--- config.mk ---
export PLATFORM = sky130hd
export DESIGN_NAME = fifo_skid_writer
export DESIGN_NICKNAME = d
export VERILOG_FILES = /design/src/rtl/fifo_skid_writer.sv
export SDC_FILE = /design/constraint.sdc
export NUM_CORES = 1
export LEC_CHECK = 0
export BUFFER_PORTS_ARGS = -buffer_cell sky130_fd_sc_hd__buf_4
export CORE_AREA = 2 2 39 41
export DETAILED_ROUTE_END_ITERATION = 12
export DIE_AREA = 0 0 41 43
export GPL_ROUTABILITY_DRIVEN = 0
export PLACE_DENSITY = 0.64
export SETUP_SLACK_MARGIN = 0.05
export SLEW_MARGIN = 20
export SYNTH_ARGS = -nofsm -noshare
export SYNTH_HDL_FRONTEND = slang
export SYNTH_SLANG_ARGS = --single-unit
--- constraint.sdc ---
create_clock -name clk -period 4.25 [get_ports clk]
set_input_delay 0.2125 -clock clk [delete_from_list [all_inputs] [get_ports clk]]
set_output_delay 0.2125 -clock clk [all_outputs]
set_load 0.02 [all_outputs]
--- src/rtl/fifo_skid_writer.sv ---
// Write-side skid adapter: upstream valid/ready stream to FIFO push/full, s_ready straight from a flop.
// Optional push counter enabled by defining FIFO_WRITER_COUNT_EN.
module fifo_skid_writer #(
    parameter int unsigned DATA_WIDTH  = 4,
    parameter int unsigned COUNT_WIDTH = 16
) (
    input  logic                   clk,
    input  logic                   reset_n,
    input  logic                   s_valid,
    output logic                   s_ready,
    input  logic [DATA_WIDTH-1:0]  s_data,
    output logic                   fifo_push,
    output logic [DATA_WIDTH-1:0]  fifo_data,
    input  logic                   fifo_full
`ifdef FIFO_WRITER_COUNT_EN
    ,
    output logic [COUNT_WIDTH-1:0] push_count
`endif
);

    typedef enum logic [1:0] {
        ST_EMPTY = 2'd0,
        ST_BUSY  = 2'd1,
        ST_FULL  = 2'd2
    } state_e;

    state_e                state_q, state_d;
    logic                  s_ready_q, s_ready_d;
    logic [DATA_WIDTH-1:0] main_q, main_d;
    logic [DATA_WIDTH-1:0] skid_q, skid_d;

    logic in_c;
    logic out_c;

    assign in_c      = s_valid & s_ready_q;
    assign out_c     = (state_q != ST_EMPTY) & ~fifo_full;
    assign s_ready   = s_ready_q;
    assign fifo_push = out_c;
    assign fifo_data = main_q;

    // Next-state: the skid slot fills only when a word arrives while main cannot drain.
    always_comb begin
        state_d = state_q;
        main_d  = main_q;
        skid_d  = skid_q;
        unique case (state_q)
            ST_EMPTY: begin
                if (in_c) begin
                    state_d = ST_BUSY;
                    main_d  = s_data;
                end
            end
            ST_BUSY: begin
                if (in_c && out_c) begin
                    main_d = s_data;
                end else if (in_c) begin
                    state_d = ST_FULL;
                    skid_d  = s_data;
                end else if (out_c) begin
                    state_d = ST_EMPTY;
                end
            end
            ST_FULL: begin
                if (out_c) begin
                    state_d = ST_BUSY;
                    main_d  = skid_q;
                end
            end
            default: state_d = ST_EMPTY;
        endcase
        s_ready_d = (state_d != ST_FULL);
    end

    always_ff @(posedge clk or negedge reset_n) begin
        if (!reset_n) begin
            state_q   <= ST_EMPTY;
            s_ready_q <= 1'b0;
            main_q    <= '0;
            skid_q    <= '0;
        end else begin
            state_q   <= state_d;
            s_ready_q <= s_ready_d;
            main_q    <= main_d;
            skid_q    <= skid_d;
        end
    end

`ifdef FIFO_WRITER_COUNT_EN
    logic [COUNT_WIDTH-1:0] push_count_q;

    // Free-running push counter, wraps naturally at 2^COUNT_WIDTH.
    always_ff @(posedge clk or negedge reset_n) begin
        if (!reset_n) begin
            push_count_q <= '0;
        end else if (out_c) begin
            push_count_q <= push_count_q + COUNT_WIDTH'(1);
        end
    end

    assign push_count = push_count_q;
`else
    logic [COUNT_WIDTH-1:0] unused_count;
    assign unused_count = '0;
`endif

endmodule

* Word level (Yosys, flattened, before mapping)
Cells that the tools add are included.
Operators by class: equality and inequality tests 6, multiplexer cells 10, bitwise gates (word level) 4, reduce and logical (&&, ||, !) cells 6
Operators with widths (number):
- $mux 4 | 3
- $pmux 4 s3 | 1
- $mux 2 | 5
- $ne 2x2->1 const B | 4
- $pmux 2 s3 | 1
- $reduce_and 4->1 | 1
- $reduce_and 3->1 | 1
- $reduce_bool 3->1 | 1
- $and 1x1->1 | 2
- $eq 2x1->1 const B | 1
- $eq 2x2->1 const B | 1
- $logic_not 2->1 | 1
- $not 1->1 | 2
- $reduce_bool 2->1 | 1
- $logic_and 1x1->1 | 1
Word-level totals: bits in registers 11, bits of input ports 8

* Depth between registers and ports, before layout
word-level depth 7, mapped depth 4, depth with buffers taken out 3

* Worst setup path after synthesis
No wires, ideal clock.
path kind reg2reg, start register s_ready_q, in the netlist s_ready, end register main_q[0], in the netlist fifo_data[0], library setup time 0.133 ns, data arrival time 1.246 ns, path slack 2.872 ns, stages on the path, launching flop included 4, buffers on the path 0, period minus slack after synthesis 1.378 ns, cell sequence dfrtp_1 > nor4bb_2 > or3_4 > a21oi_2
On the way: cells in the longest elaborated chain, start to end 4, elaborated cells on any way between the ends 5, those cells by class 2 x eq/ne; 1 x bitwise; 2 x reduce/logical
RTL lines:
- from (decl) | line 28 | logic s_ready_q, s_ready_d;
- from (signal assigned) | line 82 | s_ready_q <= s_ready_d;
- $and 1x1->1 (*) | line 35 | assign in_c = s_valid & s_ready_q;
- $logic_and 1x1->1 | line 54 | if (in_c && out_c) begin
- $ne 2x2->1 (no source line)
- $reduce_and 4->1 (no source line) (*)
- to (signal assigned) | line 83 | main_q <= main_d;
- to (decl) | line 29 | logic [DATA_WIDTH-1:0] main_q, main_d;
Every way passes the cells marked *; elsewhere a longest branch is shown, timed or not. A chain may end at the register's enable or synchronous reset.

* Final worst setup path
start register state_q[1], end register main_q[0], in the netlist fifo_data[0]
On the way: cells in the longest elaborated chain, start to end 5, elaborated cells on any way between the ends 12, those cells by class 5 x eq/ne; 1 x mux; 1 x bitwise; 5 x reduce/logical
RTL lines:
- from (decl) | line 27 | state_e state_q, state_d;
- from (signal assigned) | line 81 | state_q <= state_d;
- $reduce_bool 2->1 | line 36 | assign out_c = (state_q != ST_EMPTY) & ~fifo_full;
- $and 1x1->1 | line 36
- $logic_and 1x1->1 | line 54
- $ne 2x2->1 (no source line)
- $reduce_and 4->1 (no source line)
Parallel ways exist; a longest one is shown, timed or not.

==> results_dict.tcl <==
set metrics [dict create \
    status "complete, no violations" \
    syn_area_per_cell_sq_um 12.8 \
    n_antenna_cell 0 \
    rrSetupSlack_ns 2.72 \
    first_iter_violations 1 \
    core_area_sq_mm 0.00138 \
    peakVddDrop_uv 271 \
    route.detailed.drc 0 \
    leakage_uw 0.000291 \
    via_count 382 \
    cts.sinks 11 \
    synth_fa_ha_area_frac 0 \
    cts-root-buf "clkbuf_4" \
    clk_pin_slew_worst_paths_ns 0.07 \
    routedWlPerCell_microns 12.3 \
    synth-seq-cells 11 \
    syn-num-nets 51 \
    path_cells "nor2b_1, mux2i_1, a21oi_2" \
    overflow 0 \
    hold_path_startpoint "s_data[2]" \
    routed_via_density 5.03 \
    setup_violations 0 \
    dpl_cell_area_sq_um 664 \
    htree_levels 1 \
    die-area_sq_mm 0.00176 \
    start_util 0.399 \
    cp_max_fo 7 \
    r2r_cells 3 \
    die_h_microns 43 \
    power_per_cell_area_mw_per_mm2 647 \
    rsz0062_at_grt "false" \
    period_share 0.361 \
    slew_viol_final 0 \
    period_needed_ns 1.53 \
    synth_warnings 0 \
    cap_viol_max_count 0 \
    fp-row-count 14 \
    synth_cells 43 \
    track_usage 0.141 \
    timing.rr.start "state_q[1]$_DFF_PN0_" \
    slew_headroom 0.597 \
    synth_compound_area_frac 0.0952 \
    synth_top_family_by_area "simple AND/OR/NAND/NOR gates" \
    clock_latency_ns 0.26 \
    synth_xor_area_frac 0 \
    synth_area_leaders "dfrtp_1 (50%), mux2_2 (8.2%), mux2i_1 (7.3%), a21oi_2 (6.3%), nor4bb_2 (5.9%)" \
    antenna_found_initial 0 \
    tns_ns 0 \
    firstDrtPassIters 2 \
    cp.required_ns 4.40 \
    cpPeakStageDelay_ns 0.51 \
    num_io_pins 14 \
    cts_buffers 3 \
    hold_end "skid_q[2]$_DFFE_PN0P_" \
    clk_path_buf_depth 2 \
    grt_pass1_wl_microns 1590 \
    yosysSeqAreaShare 0.499 \
    port_buffers 13 \
    synthToLayoutAreaGrowth_pct 27.0 \
    fmax_ghz 0.652 \
    die_w_microns 41 \
    end_kind "flip-flop" \
    critPathLaunch "state_q[1]$_DFF_PN0_" \
    cp_slowest_cell "nor2b_1" \
    reg2reg_to "fifo_data[0]$_DFFE_PN0P_" \
    min_path_cells 2 \
    worst_pin_slew_ns 0.596 \
    postRouteWirelength_microns 933 \
    hold_violations 0 \
    min_path_type "input pin to flip-flop" \
    critPathKind "flip-flop to flip-flop" \
    cpLargestDelayFamily "simple AND/OR/NAND/NOR gates" \
    fin_area_sq_um 701 \
    skew_ns 0.00418 \
    cts.repair.resized 0 \
    synth_mux_area_frac 0.175 \
    cp-start-kind "flip-flop" \
    synth_top_area_frac 0.499 \
    synth_cell_type_count 17 \
    syn_area_sq_um 552 \
    cts_tree "yes" \
    nets 69 \
    yosysTopAreaCell "dfrtp_1" \
    yosys.area_share.simple 0.222 \
    postRouteAntennaNets 0 \
    grt_max_degree 12 \
    arrival_ns 1.68 \
    grt_pass1_vias 388 \
    worst-path-buf-inv 0 \
    drive_above_1_share 0.483 \
    p_total_uw 453 \
]
-- area by class of cell --
type / instances / area (sq um)
tap: 16 / 20.0
multi-input combinational: 31 / 272
fill: 126 / 683
clock buffer: 4 / 26.3
timing repair buffer: 14 / 108
sequential: 11 / 275
-- synthesized netlist by cell type --
master / n
o21ai_0: 1
mux2i_1: 4
nand2_1: 2
a21oi_1: 1
mux2_1: 1
mux2_2: 4
nor2_1: 3
nor3b_2: 1
a21o_1: 1
nor4bb_2: 2
nor4_1: 4
nor2b_1: 1
buf_2: 1
a21oi_2: 4
or3_4: 1
nor3_4: 1
dfrtp_1: 11
-- how the worst max path moves through the flow --
| stage | to | cells after the start |
|---|---|---|
| after floorplan | fifo_data[0]$_DFFE_PN0P_ | 3 |
| after global placement | fifo_data[3]$_DFFE_PN0P_ | 3 |
| after detailed placement | fifo_data[0]$_DFFE_PN0P_ | 3 |
| after CTS | fifo_data[0]$_DFFE_PN0P_ | 3 |
| after global routing | fifo_data[0]$_DFFE_PN0P_ | 3 |
| final | fifo_data[0]$_DFFE_PN0P_ | 3 |
-- layout by cell type (no fill, tap or decap) --
cell type / count
buf_4: 13
dfrtp_1: 11
mux2_2: 4
mux2i_1: 4
nor4_1: 4
a21oi_2: 4
nor2_1: 3
clkbuf_4: 3
nand2_1: 2
nor4bb_2: 2
nor3b_2: 1
o21ai_0: 1
nor2b_1: 1
nor3_4: 1
a21o_1: 1
a21oi_1: 1
mux2_1: 1
or3_4: 1
clkbuf_1: 1
dlygate4sd3_1: 1
-- logic make-up (layout without fill, tap and decap cells) --
group                  count (synthesis)  after routing
flip-flops                            11             11
AO/OA/AOI/OAI                          7              7
AND/OR/NAND/NOR                       15             15
buffers and inverters                  1             18
multiplexers                           9              9
-- repair_timing --
action,in CTS,in global routing
setup buffers,0,0
hold buffers,1,0
hold endpoints to repair,11,0
-- metrics by stage --
step,setup WS [ns],util,hold WS [ns],std cells
2_1_floorplan,2.87,-,-0.0831,43
3_3_place_gp,2.76,0.480,0.0542,71
3_5_place_dp,2.72,0.480,0.0554,71
4_1_cts,2.70,0.506,0.172,76
5_1_grt,2.62,0.506,0.186,76
6_report,2.72,0.506,0.177,76
-- worst register-to-register path: cells and delay by family, from the launching register on --
kind | cells | cell delay, ns
AOI/OAI and AO/OA | 1 | 0.08
DFF | 1 | 0.49
muxes | 1 | 0.32
and+or+nand+nor | 1 | 0.51
-- flip-flops by register name (all words and copies together), names as in the netlist --
signal,count
s_ready,1
state_q,2
skid_q,4
fifo_data,4
-- power by group --
group | internal (uW) | leakage [uW] | switching (uW) | total [uW]
clock network | 36.3 | 0.0000150 | 33.8 | 70.1
registers | 152 | 0.000127 | 32.7 | 185
logic | 99.7 | 0.000150 | 98.0 | 198
-- per-layer routing --
| layer | GRT usage | vias to the layer above | share of wire |
|---|---|---|---|
| met3 | 0.0314 | 2 | 0.031 |
| li1 | - | 197 | - |
| met5 | 0 | - | 0 |
| met4 | 0.120 | 0 | 0.016 |
| met1 | 0.181 | 178 | 0.47 |
| met2 | 0.191 | 5 | 0.48 |
Note: power is estimated with default switching activity, not from simulation.
